===== src/rtl/alu_op_decoder.sv =====
// alu_op_decoder: decodes a MIPS instruction word into one-hot ALU control,
// operand selects and writeback control, behind a registered valid/ready
// stage holding up to two entries (main + skid).
module alu_op_decoder #(
  parameter int unsigned DATA_WIDTH = 32,
  parameter int unsigned OP_WIDTH   = 12
) (
  input  logic                  clk,
  input  logic                  rst,
  input  logic                  flush,
  input  logic                  in_valid,
  output logic                  in_ready,
  input  logic [DATA_WIDTH-1:0] in_inst,
  output logic                  out_valid,
  input  logic                  out_ready,
  output logic [OP_WIDTH-1:0]   out_alu_op,
  output logic                  out_a_sel,
  output logic [1:0]            out_b_sel,
  output logic [DATA_WIDTH-1:0] out_imm,
  output logic [4:0]            out_rs,
  output logic [4:0]            out_rt,
  output logic                  out_rf_wen,
  output logic [4:0]            out_rf_waddr,
  output logic                  out_ovf_chk,
  output logic                  out_illegal
);

  typedef enum logic [1:0] {ST_EMPTY, ST_ONE, ST_FULL} state_e;

  typedef enum logic [3:0] {
    ALU_ADD, ALU_SUB, ALU_AND, ALU_OR, ALU_NOR, ALU_XOR,
    ALU_SLT, ALU_SLTU, ALU_SLL, ALU_SRL, ALU_SRA, ALU_LUI
  } alu_e;

  typedef enum logic [1:0] {B_RT, B_SEXT, B_ZEXT} bsel_e;

  typedef struct packed {
    logic [OP_WIDTH-1:0]   alu_op;
    logic                  a_sel;
    logic [1:0]            b_sel;
    logic [DATA_WIDTH-1:0] imm;
    logic [4:0]            rs;
    logic [4:0]            rt;
    logic                  rf_wen;
    logic [4:0]            waddr;
    logic                  ovf_chk;
    logic                  illegal;
  } dec_t;

  logic [5:0] op, funct;
  logic [4:0] rd;
  assign op    = in_inst[31:26];
  assign funct = in_inst[5:0];
  assign rd    = in_inst[15:11];

  alu_e  alu_sel;
  bsel_e b_sel;
  logic  legal, a_sel, wen, to_rd, ovf;
  dec_t  dec;

  // Classify the opcode/funct into ALU operation and control attributes
  always_comb begin
    alu_sel = ALU_ADD;
    legal   = 1'b1;
    a_sel   = 1'b0;
    b_sel   = B_RT;
    wen     = 1'b0;
    to_rd   = 1'b0;
    ovf     = 1'b0;
    case (op)
      6'h00: begin
        wen   = 1'b1;
        to_rd = 1'b1;
        case (funct)
          6'h20: ovf = 1'b1;
          6'h21: alu_sel = ALU_ADD;
          6'h22: begin alu_sel = ALU_SUB; ovf = 1'b1; end
          6'h23: alu_sel = ALU_SUB;
          6'h24: alu_sel = ALU_AND;
          6'h25: alu_sel = ALU_OR;
          6'h26: alu_sel = ALU_XOR;
          6'h27: alu_sel = ALU_NOR;
          6'h2A: alu_sel = ALU_SLT;
          6'h2B: alu_sel = ALU_SLTU;
          6'h00: begin alu_sel = ALU_SLL; a_sel = 1'b1; end
          6'h02: begin alu_sel = ALU_SRL; a_sel = 1'b1; end
          6'h03: begin alu_sel = ALU_SRA; a_sel = 1'b1; end
          6'h04: alu_sel = ALU_SLL;
          6'h06: alu_sel = ALU_SRL;
          6'h07: alu_sel = ALU_SRA;
          default: legal = 1'b0;
        endcase
      end
      6'h08: begin b_sel = B_SEXT; wen = 1'b1; ovf = 1'b1; end
      6'h09: begin b_sel = B_SEXT; wen = 1'b1; end
      6'h0A: begin alu_sel = ALU_SLT;  b_sel = B_SEXT; wen = 1'b1; end
      6'h0B: begin alu_sel = ALU_SLTU; b_sel = B_SEXT; wen = 1'b1; end
      6'h0C: begin alu_sel = ALU_AND;  b_sel = B_ZEXT; wen = 1'b1; end
      6'h0D: begin alu_sel = ALU_OR;   b_sel = B_ZEXT; wen = 1'b1; end
      6'h0E: begin alu_sel = ALU_XOR;  b_sel = B_ZEXT; wen = 1'b1; end
      6'h0F: begin alu_sel = ALU_LUI;  b_sel = B_ZEXT; wen = 1'b1; end
      6'h23: begin b_sel = B_SEXT; wen = 1'b1; end
      6'h2B: b_sel = B_SEXT;
      6'h04: alu_sel = ALU_SUB;
      6'h05: alu_sel = ALU_SUB;
      default: legal = 1'b0;
    endcase
  end

  // Assemble the decoded entry; illegal instructions carry no control
  always_comb begin
    dec    = '0;
    dec.rs = in_inst[25:21];
    dec.rt = in_inst[20:16];
    if (legal) begin
      dec.alu_op[alu_sel] = 1'b1;
      dec.a_sel           = a_sel;
      dec.b_sel           = b_sel;
      case (b_sel)
        B_SEXT:  dec.imm = {{(DATA_WIDTH-16){in_inst[15]}}, in_inst[15:0]};
        B_ZEXT:  dec.imm = {{(DATA_WIDTH-16){1'b0}}, in_inst[15:0]};
        default: dec.imm = '0;
      endcase
      dec.rf_wen  = wen;
      dec.waddr   = wen ? (to_rd ? rd : in_inst[20:16]) : '0;
      dec.ovf_chk = ovf;
    end else begin
      dec.illegal = 1'b1;
    end
  end

  state_e state_q, state_d;
  dec_t   main_q, main_d, skid_q, skid_d;
  logic   in_ready_q, in_ready_d, out_valid_q, out_valid_d;
  logic   accept, retire;

  // Buffer occupancy control; flush overrides accept and retire
  always_comb begin
    state_d = state_q;
    main_d  = main_q;
    skid_d  = skid_q;
    accept  = in_valid & in_ready_q;
    retire  = out_valid_q & out_ready;
    if (flush) begin
      state_d = ST_EMPTY;
      main_d  = '0;
    end else begin
      case (state_q)
        ST_EMPTY: if (accept) begin state_d = ST_ONE; main_d = dec; end
        ST_ONE: begin
          if (accept && retire) main_d = dec;
          else if (accept) begin state_d = ST_FULL; skid_d = dec; end
          else if (retire) state_d = ST_EMPTY;
        end
        ST_FULL: if (retire) begin state_d = ST_ONE; main_d = skid_q; end
        default: state_d = ST_EMPTY;
      endcase
    end
    in_ready_d  = (state_d != ST_FULL);
    out_valid_d = (state_d != ST_EMPTY);
  end

  // State and output registers
  always_ff @(posedge clk or posedge rst) begin
    if (rst) begin
      state_q     <= ST_EMPTY;
      main_q      <= '0;
      skid_q      <= '0;
      in_ready_q  <= 1'b0;
      out_valid_q <= 1'b0;
    end else begin
      state_q     <= state_d;
      main_q      <= main_d;
      skid_q      <= skid_d;
      in_ready_q  <= in_ready_d;
      out_valid_q <= out_valid_d;
    end
  end

  assign in_ready     = in_ready_q;
  assign out_valid    = out_valid_q;
  assign out_alu_op   = main_q.alu_op;
  assign out_a_sel    = main_q.a_sel;
  assign out_b_sel    = main_q.b_sel;
  assign out_imm      = main_q.imm;
  assign out_rs       = main_q.rs;
  assign out_rt       = main_q.rt;
  assign out_rf_wen   = main_q.rf_wen;
  assign out_rf_waddr = main_q.waddr;
  assign out_ovf_chk  = main_q.ovf_chk;
  assign out_illegal  = main_q.illegal;

endmodule

===== config.mk =====
export PLATFORM = sky130hd
export DESIGN_NAME = alu_op_decoder
export DESIGN_NICKNAME = d
export VERILOG_FILES = /design/src/rtl/alu_op_decoder.sv
export SDC_FILE = /design/constraint.sdc
export NUM_CORES = 1
export LEC_CHECK = 0
export ABC_AREA = 0
export BUFFER_PORTS_ARGS = -buffer_cell sky130_fd_sc_hd__buf_2
export CORE_ASPECT_RATIO = 0.6
export CORE_UTILIZATION = 50
export DETAILED_ROUTE_END_ITERATION = 16
export PLACE_DENSITY = 0.73
export SLEW_MARGIN = 20
export SYNTH_ARGS = -nofsm -noshare
export SYNTH_HDL_FRONTEND = slang
export SYNTH_SLANG_ARGS = --single-unit

===== constraint.sdc =====
create_clock -name clk -period 3.68 [get_ports clk]
set_clock_uncertainty 0.05 [all_clocks]
set_input_delay 0.184 -clock clk [delete_from_list [all_inputs] [get_ports clk]]
set_output_delay 0.184 -clock clk [all_outputs]
set_load 0.02 [all_outputs]

==> metrics <==
Final ANT Viol Nets 0; Vias 4494; Iter 0 DRT Violations 307; Final Max Slew Viols 0; sum of negative setup slack 0 ps; crit path capture type flip-flop; initial antenna violation count 0; upper clock frequency limit 0.346 GHz; CTS tree built; number of nets in the layout 668; io pins 104; post-layout util 60.4%; synthesis warning total 0; Synth Register Bits 104; Simple-Gate Fraction of Synth Area 19.0%; CTS Buf Count 9; Post-Synth Adder-Cell Area 0.714%; Setup CP Type reg2reg; Die Y 81.4 microns; unrepaired setup endpoints after global routing no; Min-Delay Path Class in2async; clk_lat worst skew 350 ps; crit path launch state_q[0]$_DFF_PP0_; worst hold margin -9.18 ps; Reg clk slew, reported paths 70 ps; sequential cell area fraction in the yosys report 49.5%; minimum clock period 2890 ps; Setup Viol. Count Final 0; status finished, violations left; DR WL/cell 17.5 microns; top cells by area, synth dfrtp_1 50%, nand2_1 8.2%, a22o_1 4.2%; Syn-to-layout area delta 15.1%; switching share of power 30.0%; HPWL Detailed 9.09 mm; first-pass GRT wire length 21.6 mm; CTS H-tree lvls 3; vias in the first global route 4249; share of layout cells above drive strength 1 24.0%; FILL cells 870; Commonest cells post-synth 115 x nand2_1, 104 x dfrtp_1, 32 x a21oi_1; largest net degree at the start of global routing 80; Net Switching 830 uW; Root Driver clkbuf_16; post-synthesis mux area share 0.953%; Yosys top cell by area dfrtp_1; Top Family by Delay on Critical Path compound AO/OA/AOI/OAI gates; Synth Net Count 602; ys async rst share 100%; period utilization 78.5%; CTS Buffer Depth 2; CP startpoint kind flip-flop; number of port buffers 103; grt total ovfl 0; internal power 1940 uW; slowest cell delay on critical path 740 ps; Max rail drop VDD 0.252 mV; Total GRT Usage 25.7%; Synth Area in Compound Gates 22.8%; Post-synth EDFFs 0; Synth Instances 562; ys flop type dfrtp_1; Syn Std Cell Area 5250 sq um; Worst Path Required 3870 ps; Core Region 10000 sq um; DRT Pass-1 Iters 6; CTS sink cnt 104; PwrDens 457 nW/um^2; slowest CP cell o21a_1; Leak Pwr 0.00310 uW; Comb pwr share 17.4%; Synth cell types 56; initial core utilization 52.4%; chip width 134 microns; worst-path maximum fanout 21; Mean Syn Cell Area 9.35 sq um; Worst Path Arrival 3080 ps; Synth Area in XOR/XNOR 0.167%; Residual DRC 0; Reg2Reg Launch Point state_q[0]$_DFF_PP0_; Least-Margin Pin Slew 976 ps; full die area 10900 sq um; main combinational cell family by area after synthesis compound AO/OA/AOI/OAI gates; Rel. slew slack 34.9%; Routed WL 13.4 mm; RD Place Congestion 0.865; WP buf/inv 0; Reg power frac 47.0%; max-cap viol count 0; routed vias/inst 5.85; top-count cell post-synth nand2_1; Yosys top cell area share 49.5%; num rows 28; Clk network pwr share 35.5%; failing checks hold timing; diode count 0; CP Cell Sequence nand2b_1 > a21o_1 > o21a_1 > nand2_1 > a221oi_1; Final Hold Violating Endpoints 5
==> power groups by stage <==
stage                     Combinational, uW  Clock (uW)  Sequential [uW]
after global routing                    533        1040             1310
after floorplan                         323           0             1350
after CTS                               479         998             1300
after detailed placement                474           0             1320
final                                   483         983             1300
after global placement                  461           0             1310
==> worst reg2reg max path, delay by kind of cell, from the launching register on <==
family | cells | cell delay, ps
flip-flops | 1 | 590
AND/OR/NAND/NOR | 2 | 810
AO/OA/AOI/OAI | 3 | 1320
==> what timing repair did <==
action                                 in CTS  in global routing
endpoints found under the hold margin       4                  0
setup endpoints to repair                   0                  0
buffers inserted                            0                  0
gates resized for setup                     0                  0
hold buffers                                4                  0
==> layer usage <==
layer / routed length, microns / track usage [%]
met1: 6170 / 34.6
met2: 6090 / 41.2
met3: 1030 / 6.43
met4: 142 / 7.98
met5: 0 / 0
==> layout by cell type (no fill, tap or decap), types with 5 or more instances in the layout <==
master | synthesis | layout
clkbuf_16 | 0 | 9
buf_2 | 12 | 103
nor2b_1 | 7 | 6
a21o_1 | 17 | 17
and3_1 | 19 | 19
buf_4 | 18 | 8
nand3_1 | 10 | 9
a311oi_1 | 11 | 11
nor2_1 | 31 | 31
nand2b_1 | 9 | 9
a21oi_1 | 32 | 32
o22ai_1 | 11 | 11
a22o_1 | 25 | 25
o31ai_2 | 5 | 5
dfrtp_1 | 104 | 104
inv_1 | 7 | 6
nand2_1 | 115 | 115
o21ai_0 | 31 | 31
mux2i_1 | 5 | 5
==> per-stage QoR <==
step / setup slack (ps) / power (uW) / std cells / instance area, sq um / hold slack, ps
after CTS: 942 / 2780 / 768 / 6030 / 0.273
after floorplan: 714 / 1670 / 562 / 5250 / 239
final: 791 / 2770 / 768 / 6050 / -9.18
after global placement: 1070 / 1780 / 748 / 5690 / 349
after detailed placement: 981 / 1790 / 748 / 5690 / 355
after global routing: 614 / 2890 / 768 / 6050 / 16.1
==> path summary, 6_finish.rpt <==
kind                                          endpoint  slack [ps]  depth (start not counted)
worst min register to register   skid_q[4]$_DFFE_PP0P_         430                          2
max in group asynchronous       skid_q[32]$_DFFE_PP0P_        2630                          3
worst max register to register  out_rf_wen$_DFFE_PP0P_         790                          5
worst max-delay path            out_rf_wen$_DFFE_PP0P_         790                          5
worst min-delay path                in_ready$_DFF_PP0_          -9                          2
min in group clk                skid_q[17]$_DFFE_PP0P_           0                          3
==> final cells by class <==
class	count	area [sq um]	area share (%)
Sequential cell	104	2600	43.0
Clock buffer	10	239	3.95
Multi-Input combinational cell	391	2330	38.5
Inverter	7	28.8	0.476
Tap cell	135	169	2.79
Clock inverter	6	66.3	1.10
Timing Repair Buffer	115	616	10.2
==> cell families after synthesis <==
family | Yosys count
AND/OR/NAND/NOR | 218
AO/OA/AOI/OAI | 164
flip-flops | 104
buffers and inverters | 67
multiplexers | 5
adder cells (fa/ha/maj) | 3
XOR/XNOR | 1
==> state kept, by name, summed over array words and instances (netlist names), 2 cells and up <==
| register | count |
|---|---|
| out_imm | 17 |
| state_q | 2 |
| out_rt | 5 |
| skid_q | 50 |
| out_rf_waddr | 5 |
| out_rs | 5 |
| out_alu_op | 12 |
| out_b_sel | 2 |
Note: power is estimated with default switching activity, not from simulation.
